File: config.mk
export PLATFORM = sky130hd
export DESIGN_NAME = router_ingress_arbiter_flat
export DESIGN_NICKNAME = d
export VERILOG_FILES = /design/src/rtl/router_ingress_arbiter_pkg.sv /design/src/rtl/router_ingress_arbiter_if.sv /design/src/rtl/router_ingress_arbiter_rr_arbiter.sv /design/src/rtl/router_ingress_arbiter.sv /design/src/flat_wrapper.sv
export SDC_FILE = /design/constraint.sdc
export NUM_CORES = 1
export LEC_CHECK = 0
export BUFFER_PORTS_ARGS = -buffer_cell sky130_fd_sc_hd__buf_2
export CAP_MARGIN = 20
export CORE_MARGIN = 2
export CORE_UTILIZATION = 40
export CTS_CLUSTER_SIZE = 20
export DETAILED_ROUTE_END_ITERATION = 7
export PLACE_DENSITY = 0.67
export RECOVER_POWER = 100
export SLEW_MARGIN = 10
export SYNTH_ARGS = -nofsm -noshare
export SYNTH_HDL_FRONTEND = slang
export SYNTH_HIERARCHICAL = 1
export SYNTH_SLANG_ARGS = --single-unit
export TNS_END_PERCENT = 30
File: constraint.sdc
create_clock -name clk -period 8.95 [get_ports clk]
set_clock_uncertainty 0.15 [all_clocks]
set_input_delay 0.895 -clock clk [delete_from_list [all_inputs] [get_ports clk]]
set_output_delay 0.895 -clock clk [all_outputs]
set_load 0.1 [all_outputs]
File: src/rtl/router_ingress_arbiter_pkg.sv
// Shared types and helpers for the Router1x3 ingress arbiter.
// Header byte layout is {len[7:2], addr[1:0]}; addr 2'b11 is not a valid router port.
package router_ingress_arbiter_pkg;

  localparam int unsigned BYTE_W = 8;
  localparam int unsigned LEN_W  = 6;
  localparam int unsigned ADDR_W = 2;
  localparam int unsigned HDR_LEN_LSB = 2;

  localparam logic [ADDR_W-1:0] ADDR_INVALID = 2'b11;

  typedef enum logic [2:0] {
    IDLE,
    HDR,
    PLD,
    PAR,
    CHK,
    DROP
  } state_e;

  // Payload length field of a header byte.
  function automatic logic [LEN_W-1:0] hdr_len(input logic [BYTE_W-1:0] h);
    return h[BYTE_W-1:HDR_LEN_LSB];
  endfunction

  // Destination port field of a header byte.
  function automatic logic [ADDR_W-1:0] hdr_addr(input logic [BYTE_W-1:0] h);
    return h[ADDR_W-1:0];
  endfunction

  // Running XOR parity accumulation.
  function automatic logic [BYTE_W-1:0] parity_acc(input logic [BYTE_W-1:0] acc,
                                                   input logic [BYTE_W-1:0] b);
    return acc ^ b;
  endfunction

endpackage

File: src/rtl/router_ingress_arbiter_if.sv
// Source-side and router-side signal bundle of the ingress arbiter.
//   master : arbiter view (consumes src_req/src_data/busy/err, drives the rest)
//   slave  : sources + router view
interface router_ingress_arbiter_if #(
  parameter int unsigned N_SRC  = 3,
  parameter int unsigned DATA_W = 8
);
  localparam int unsigned IDX_W = (N_SRC > 1) ? $clog2(N_SRC) : 1;

  logic [N_SRC-1:0]        src_req;
  logic [N_SRC*DATA_W-1:0] src_data;
  logic [N_SRC-1:0]        src_ack;
  logic                    busy;
  logic                    err;
  logic                    pkt_valid;
  logic [DATA_W-1:0]       data_out;
  logic                    pkt_done;
  logic                    pkt_err;
  logic                    pkt_drop;
  logic [IDX_W-1:0]        pkt_src;

  modport master (
    input  src_req, src_data, busy, err,
    output src_ack, pkt_valid, data_out, pkt_done, pkt_err, pkt_drop, pkt_src
  );

  modport slave (
    output src_req, src_data, busy, err,
    input  src_ack, pkt_valid, data_out, pkt_done, pkt_err, pkt_drop, pkt_src
  );

endinterface

File: src/rtl/router_ingress_arbiter_rr_arbiter.sv
// Combinational round-robin pick: first requester at or after ptr, wrapping.
//   req       : request vector
//   ptr       : highest-priority index this round (< N_SRC)
//   gnt_oh    : one-hot grant
//   gnt_idx   : grant index
//   gnt_valid : any request present
module rr_arbiter #(
  parameter int unsigned N_SRC = 3,
  parameter int unsigned IDX_W = (N_SRC > 1) ? $clog2(N_SRC) : 1
) (
  input  logic [N_SRC-1:0] req,
  input  logic [IDX_W-1:0] ptr,
  output logic [N_SRC-1:0] gnt_oh,
  output logic [IDX_W-1:0] gnt_idx,
  output logic             gnt_valid
);

  int               idx;
  logic [IDX_W-1:0] idx_v;

  // Scan offsets 0..N_SRC-1 from ptr; the first hit wins.
  always_comb begin
    gnt_oh    = '0;
    gnt_idx   = '0;
    gnt_valid = 1'b0;
    idx       = 0;
    idx_v     = '0;
    for (int k = 0; k < int'(N_SRC); k++) begin
      idx = int'(ptr) + k;
      if (idx >= int'(N_SRC)) idx = idx - int'(N_SRC);
      idx_v = IDX_W'(idx);
      if (!gnt_valid && req[idx_v]) begin
        gnt_valid     = 1'b1;
        gnt_idx       = idx_v;
        gnt_oh[idx_v] = 1'b1;
      end
    end
  end

endmodule

File: src/rtl/router_ingress_arbiter.sv
// Shares the Router1x3 ingress among N_SRC sources: round-robin grant per packet,
// streams header+payload honouring busy, appends XOR parity, samples the router
// err flag after parity and reports per-packet status. addr==3 packets are drained
// from the source and dropped without touching the router.
//   clk, rst : clock, synchronous active-high reset
//   bus      : sources (src_req/src_data/src_ack), router (busy/err/pkt_valid/data_out),
//              status (pkt_done/pkt_err/pkt_drop/pkt_src)
module router_ingress_arbiter
  import router_ingress_arbiter_pkg::*;
#(
  parameter int unsigned N_SRC    = 3,
  parameter int unsigned DATA_W   = 8,
  parameter int unsigned ERR_WAIT = 2
) (
  input  logic                   clk,
  input  logic                   rst,
  router_ingress_arbiter_if.master bus
);

  localparam int unsigned IDX_W = (N_SRC > 1) ? $clog2(N_SRC) : 1;
  localparam int unsigned CNT_W = $clog2(ERR_WAIT + 1);

  state_e             state_q, state_d;
  logic [IDX_W-1:0]   g_q, g_d;
  logic [IDX_W-1:0]   rr_q, rr_d, rr_next;
  logic [LEN_W-1:0]   rem_q, rem_d;
  logic [CNT_W-1:0]   cnt_q, cnt_d;
  logic [DATA_W-1:0]  par_q, par_d;
  logic               errs_q, errs_d;
  logic [DATA_W-1:0]  data_q, data_d;
  logic               valid_q, valid_d;
  logic               done_q, done_d;
  logic               perr_q, perr_d;
  logic               drop_q, drop_d;
  logic [IDX_W-1:0]   psrc_q, psrc_d;
  logic [N_SRC-1:0]   ack_c;

  logic [N_SRC-1:0]   gnt_oh;
  logic [IDX_W-1:0]   gnt_idx;
  logic               gnt_valid;

  logic [DATA_W-1:0]  src_bytes [N_SRC];
  logic [DATA_W-1:0]  sel_byte;
  logic [DATA_W-1:0]  hdr_byte;

  rr_arbiter #(.N_SRC(N_SRC), .IDX_W(IDX_W)) u_rr (
    .req       (bus.src_req),
    .ptr       (rr_q),
    .gnt_oh    (gnt_oh),
    .gnt_idx   (gnt_idx),
    .gnt_valid (gnt_valid)
  );

  // Per-source byte lanes.
  always_comb begin
    for (int i = 0; i < int'(N_SRC); i++) begin
      src_bytes[i] = bus.src_data[i*DATA_W +: DATA_W];
    end
  end

  assign sel_byte = src_bytes[g_q];
  assign hdr_byte = src_bytes[gnt_idx];
  assign rr_next  = (g_q == IDX_W'(N_SRC - 1)) ? '0 : g_q + IDX_W'(1);

  // State register.
  always_ff @(posedge clk) begin
    if (rst) state_q <= IDLE;
    else     state_q <= state_d;
  end

  // Datapath and output registers.
  always_ff @(posedge clk) begin
    if (rst) begin
      g_q     <= '0;
      rr_q    <= '0;
      rem_q   <= '0;
      cnt_q   <= '0;
      par_q   <= '0;
      errs_q  <= 1'b0;
      data_q  <= '0;
      valid_q <= 1'b0;
      done_q  <= 1'b0;
      perr_q  <= 1'b0;
      drop_q  <= 1'b0;
      psrc_q  <= '0;
    end else begin
      g_q     <= g_d;
      rr_q    <= rr_d;
      rem_q   <= rem_d;
      cnt_q   <= cnt_d;
      par_q   <= par_d;
      errs_q  <= errs_d;
      data_q  <= data_d;
      valid_q <= valid_d;
      done_q  <= done_d;
      perr_q  <= perr_d;
      drop_q  <= drop_d;
      psrc_q  <= psrc_d;
    end
  end

  // Next-state, datapath updates and source acknowledges.
  always_comb begin
    state_d = state_q;
    g_d     = g_q;
    rr_d    = rr_q;
    rem_d   = rem_q;
    cnt_d   = cnt_q;
    par_d   = par_q;
    errs_d  = errs_q;
    data_d  = data_q;
    valid_d = valid_q;
    done_d  = 1'b0;
    perr_d  = 1'b0;
    drop_d  = 1'b0;
    psrc_d  = '0;
    ack_c   = '0;

    case (state_q)
      IDLE: begin
        if (gnt_valid) begin
          ack_c  = gnt_oh;
          g_d    = gnt_idx;
          rem_d  = hdr_len(BYTE_W'(hdr_byte));
          errs_d = 1'b0;
          if (hdr_addr(BYTE_W'(hdr_byte)) == ADDR_INVALID) begin
            state_d = DROP;
          end else begin
            data_d  = hdr_byte;
            valid_d = 1'b1;
            par_d   = hdr_byte;
            state_d = HDR;
          end
        end
      end

      // Byte on data_out is taken by the router on this edge when busy is low.
      HDR, PLD: begin
        if (!bus.busy) begin
          if (rem_q != '0) begin
            ack_c[g_q] = 1'b1;
            data_d     = sel_byte;
            par_d      = DATA_W'(parity_acc(BYTE_W'(par_q), BYTE_W'(sel_byte)));
            rem_d      = rem_q - LEN_W'(1);
            state_d    = PLD;
          end else begin
            data_d  = par_q;
            valid_d = 1'b0;
            state_d = PAR;
          end
        end
      end

      PAR: begin
        if (!bus.busy) begin
          data_d  = '0;
          cnt_d   = CNT_W'(ERR_WAIT);
          state_d = CHK;
        end
      end

      // Router flags parity errors a few cycles after acceptance; collect them.
      CHK: begin
        errs_d = errs_q | bus.err;
        if (cnt_q == CNT_W'(1)) begin
          done_d  = 1'b1;
          perr_d  = errs_q | bus.err;
          psrc_d  = g_q;
          rr_d    = rr_next;
          state_d = IDLE;
        end else begin
          cnt_d = cnt_q - CNT_W'(1);
        end
      end

      // Drain the payload from the source without involving the router.
      DROP: begin
        if (rem_q != '0) begin
          ack_c[g_q] = 1'b1;
          rem_d      = rem_q - LEN_W'(1);
        end else begin
          done_d  = 1'b1;
          drop_d  = 1'b1;
          psrc_d  = g_q;
          rr_d    = rr_next;
          state_d = IDLE;
        end
      end

      default: state_d = IDLE;
    endcase
  end

  assign bus.src_ack   = rst ? '0 : ack_c;
  assign bus.pkt_valid = valid_q;
  assign bus.data_out  = data_q;
  assign bus.pkt_done  = done_q;
  assign bus.pkt_err   = perr_q;
  assign bus.pkt_drop  = drop_q;
  assign bus.pkt_src   = psrc_q;

endmodule
File: src/flat_wrapper.sv
// flat-port wrapper written by rule: the top's interface ports become plain ports
module router_ingress_arbiter_flat import router_ingress_arbiter_pkg::*;
#(
  parameter int unsigned N_SRC    = 3,
  parameter int unsigned DATA_W   = 8,
  parameter int unsigned ERR_WAIT = 2
)
  (clk, rst, bus_src_req, bus_src_data, bus_busy, bus_err, bus_src_ack, bus_pkt_valid, bus_data_out, bus_pkt_done, bus_pkt_err, bus_pkt_drop, bus_pkt_src);
  router_ingress_arbiter_if #(.N_SRC(N_SRC), .DATA_W(DATA_W)) bus_i ();
  input  logic clk;
  input  logic rst;
  input wire logic [$bits(bus_i.src_req)-1:0] bus_src_req;
  input wire logic [$bits(bus_i.src_data)-1:0] bus_src_data;
  input wire logic [$bits(bus_i.busy)-1:0] bus_busy;
  input wire logic [$bits(bus_i.err)-1:0] bus_err;
  output wire logic [$bits(bus_i.src_ack)-1:0] bus_src_ack;
  output wire logic [$bits(bus_i.pkt_valid)-1:0] bus_pkt_valid;
  output wire logic [$bits(bus_i.data_out)-1:0] bus_data_out;
  output wire logic [$bits(bus_i.pkt_done)-1:0] bus_pkt_done;
  output wire logic [$bits(bus_i.pkt_err)-1:0] bus_pkt_err;
  output wire logic [$bits(bus_i.pkt_drop)-1:0] bus_pkt_drop;
  output wire logic [$bits(bus_i.pkt_src)-1:0] bus_pkt_src;
  assign bus_i.src_req = bus_src_req;
  assign bus_i.src_data = bus_src_data;
  assign bus_i.busy = bus_busy;
  assign bus_i.err = bus_err;
  assign bus_src_ack = bus_i.src_ack;
  assign bus_pkt_valid = bus_i.pkt_valid;
  assign bus_data_out = bus_i.data_out;
  assign bus_pkt_done = bus_i.pkt_done;
  assign bus_pkt_err = bus_i.pkt_err;
  assign bus_pkt_drop = bus_i.pkt_drop;
  assign bus_pkt_src = bus_i.pkt_src;
  router_ingress_arbiter #(.N_SRC(N_SRC), .DATA_W(DATA_W), .ERR_WAIT(ERR_WAIT)) u_core (.clk(clk), .rst(rst), .bus(bus_i));
endmodule
==> impl_metrics.py <==
metrics = {
    "global_route": {
        "grt_pass1_wl_um": 12300,
        "grt_max_degree": 30,
        "grt_use_total_pct": 20.1,
        "grt_pass1_vias": 2550,
        "grt.overflow.total": 0,
        "antenna_found_initial": 0,
    },
    "finish": {
        "multiInputGateArea_um2": 1850,
        "nNetsFinal": 434,
        "antenna_cells": 0,
        "syn_to_final_growth_pct": 10.2,
        "final_cell_mix": "nor2_1 (43), dfxtp_1 (38), a21oi_1 (30)",
        "final_common_cell": "nor2_1",
        "final_util_pct": 45.4,
        "regArea_um2": 761,
        "layout-drive-gt1-share_pct": 11.6,
        "fillers": 708,
    },
    "setup_path": {
        "path_cells": "inv_1, ha_1, mux2i_4, o21ai_0, or3_1, or3b_2, nor2_1, a22oi_1, nor2_1, clkbuf_1",
        "cp_data_required_time_ps": 7910,
        "worstPathArrival_ps": 4140,
        "r2r_start": "u_core/rr_q[1]",
        "cp_slowest_cell": "clkbuf_1",
        "cp-end-kind": "output pin",
        "rrSetupSlack_ps": 5060,
        "worstSetupStartpoint": "u_core/rr_q[1]",
        "cp_max_fo": 8,
        "critical_path_class": "reg2out",
        "crit_path_start_kind": "flip-flop",
        "crit_path_frequent_cell": "nor2_1",
        "crit_path_max_incr_delay_ps": 880,
        "worst_r2r_path_depth": 10,
        "reg2reg_to": "u_core/bus.data_out[1]",
    },
    "floorplanning": {
        "start_util_pct": 41.2,
        "die_h_um": 87.4,
        "die_width_um": 87.4,
        "die_area_um2": 7650,
        "coreArea_um2": 6760,
        "io_pins": 48,
        "core.rowCount": 30,
    },
    "yosys": {
        "yosysSeqAreaShare_pct": 27.3,
        "syn_area_per_cell_um2": 7.61,
        "ys.flop_type": "dfxtp_1",
        "synth_edf_count": 0,
        "yosys-top-cells-area": "dfxtp_1 (27%), mux2i_1 (7.2%), nor2_1 (5.7%), a21oi_1 (5.4%), o21ai_0 (4.5%)",
        "synth_nets": 403,
        "synth_top_area_share_pct": 27.3,
        "synth_seq_cells": 38,
        "syn_inst": 366,
        "yosysTopAreaCell": "dfxtp_1",
        "async_reset_ff_share_pct": 0,
        "synth_area_um2": 2790,
        "ys_types": 55,
        "yosys_warnings": 6,
    },
    "placement": {
        "dp_hpwl_um": 5560,
        "io_buffers": 47,
        "place.gp.congestion": 0.935,
    },
    "cts": {
        "path_clk_slew_ps": 70,
        "cts_buffers": 5,
        "cts_hold_buffers": 0,
        "cts_setup_buffers": 0,
        "h-tree-depth": 2,
        "root_buffer": "clkbuf_8",
        "clock_path_buffers": 2,
        "cts_tree": "done",
        "clock-sinks": 38,
        "clk_latency_ps": 300,
        "ctsResizeCount": 0,
    },
    "drt": {
        "routed-via-count": 2937,
        "routed_wl_um": 7760,
        "drc": 0,
        "vias_per_cell": 6.14,
        "ant_nets": 0,
        "drt-initial-drc-count": 301,
        "avgRoutedWirePerCell_um": 16.2,
        "first_pass_iters": 6,
    },
    "pwr": {
        "ir_drop_mv": 0.135,
        "power.leakage_uw": 0.00116,
        "pwr-share-clk_pct": 11.1,
        "p_per_area_nw_per_um2": 365,
        "swShare_pct": 54.8,
        "p_seq_share_pct": 25.2,
        "p_int_uw": 507,
        "p_comb_share_pct": 63.7,
        "power.net_switching_uw": 614,
    },
    "worst_hold_path": {
        "hp-start": "u_core/cnt_q[1]",
        "min_delay_path_depth": 2,
        "hold_end": "u_core/cnt_q[1]",
        "hold_path_class": "reg2reg",
    },
    "timing": {
        "worst_pin_slew_ps": 1390,
        "period_share_pct": 58.0,
        "rsz0062_at_grt": "no",
        "finalSetupTns_ps": 0,
        "setup_viol": 0,
        "period_needed_ps": 5190,
        "slew_violations": 0,
        "fmax_mhz": 193,
        "hold_viol_final": 0,
        "slew_headroom_pct": 7.14,
        "fin_hold_ws_ps": 304,
    },
    "outcome": {
        "outcome": "completed",
    },
    "flow_run": {
        "cap_violations": 0,
    },
}
[synth_stat cells (all sizes together) (2+ instances only)]
| master | n |
|---|---|
| a2bb2oi | 14 |
| o21a | 4 |
| or3 | 3 |
| nor2b | 4 |
| o221ai | 6 |
| nor4b | 2 |
| nand3 | 10 |
| nand4 | 2 |
| clkbuf | 17 |
| a22oi | 4 |
| mux2i | 21 |
| a31oi | 12 |
| dfxtp | 38 |
| inv | 10 |
| nor4 | 3 |
| a21oi | 30 |
| nor3 | 24 |
| o21ai | 27 |
| nand2b | 13 |
| o31ai | 4 |
| ha | 6 |
| o211a | 5 |
| or2 | 2 |
| a211o | 5 |
| nand3b | 5 |
| buf | 9 |
| nand2 | 18 |
| nor2 | 44 |
| o211ai | 6 |
| a211oi | 2 |
[worst max-delay path, delay by kind of cell, from the launching register on]
family	cells	cell delay (ps)
AOI/OAI and AO/OA	2	670
muxes	1	240
and+or+nand+nor	4	1310
adders and majority gates	1	310
buffers and inverters	2	950
DFF	1	370
[worst max path at each step]
stage	endpoint	slack [ps]	cells after the start
detailed placement	bus_src_ack[2]	4930	9
CTS	bus_src_ack[2]	4760	10
finish	bus_src_ack[2]	3760	10
global placement	bus_src_ack[2]	4970	9
floorplan	bus_src_ack[2]	4460	8
global route	bus_src_ack[2]	3490	10
[logic make-up (layout without fill, tap and decap cells)]
| group | count (synthesis) | count (layout) | share of synthesized area, % |
|---|---|---|---|
| multiplexers | 21 | 21 | 8.00 |
| XOR/XNOR | 1 | 1 | 0.315 |
| flip-flops | 38 | 38 | 27.3 |
| buffers and inverters | 37 | 69 | 6.02 |
| AO/OA/AOI/OAI | 127 | 127 | 31.0 |
| adder cells (fa/ha/maj) | 6 | 6 | 2.70 |
| AND/OR/NAND/NOR | 136 | 136 | 24.7 |
[cell type report]
class | instances | share of cell area, %
clock buffer | 7 | 2.81
clock inverter | 1 | 0.163
inverter | 11 | 1.34
multi-input combinational | 291 | 60.1
sequential | 38 | 24.8
tap | 80 | 3.26
timing repair buffer | 50 | 7.54
[power groups by stage]
stage	Sequential (uW)	Clock, uW	Combinational, uW
6_report	282	125	714
5_1_grt	289	134	781
4_1_cts	281	127	713
3_5_place_dp	285	0	712
3_3_place_gp	283	0	705
2_1_floorplan	356	0	513
[per-layer routing]
layer	up-vias	global-route usage [%]	wire (um)	share of wire, %
met5	-	0	0	0
met4	0	6.85	133	1.7
met3	15	2.94	476	6.1
met2	108	31.8	3520	45
met1	1390	28.0	3620	47
li1	1424	-	-	-
[registers in the layout, summed over array words and instances (netlist names), 2 cells and up]
| register | cells |
|---|---|
| u_core/bus.data_out | 8 |
| u_core/bus.pkt_src | 2 |
| u_core/cnt_q | 2 |
| u_core/g_q | 2 |
| u_core/par_q | 8 |
| u_core/rem_q | 6 |
| u_core/rr_q | 2 |
| u_core/state_q | 3 |
[stage by stage]
step,instances,setup WS (ps),power (uW),cell area (um2)
2_1_floorplan,366,4460,869,2790
3_3_place_gp,470,4970,988,3020
3_5_place_dp,470,4930,997,3020
4_1_cts,478,4760,1120,3110
5_1_grt,478,3490,1200,3070
6_report,478,3760,1120,3070
(Power assumes the default switching activity.)
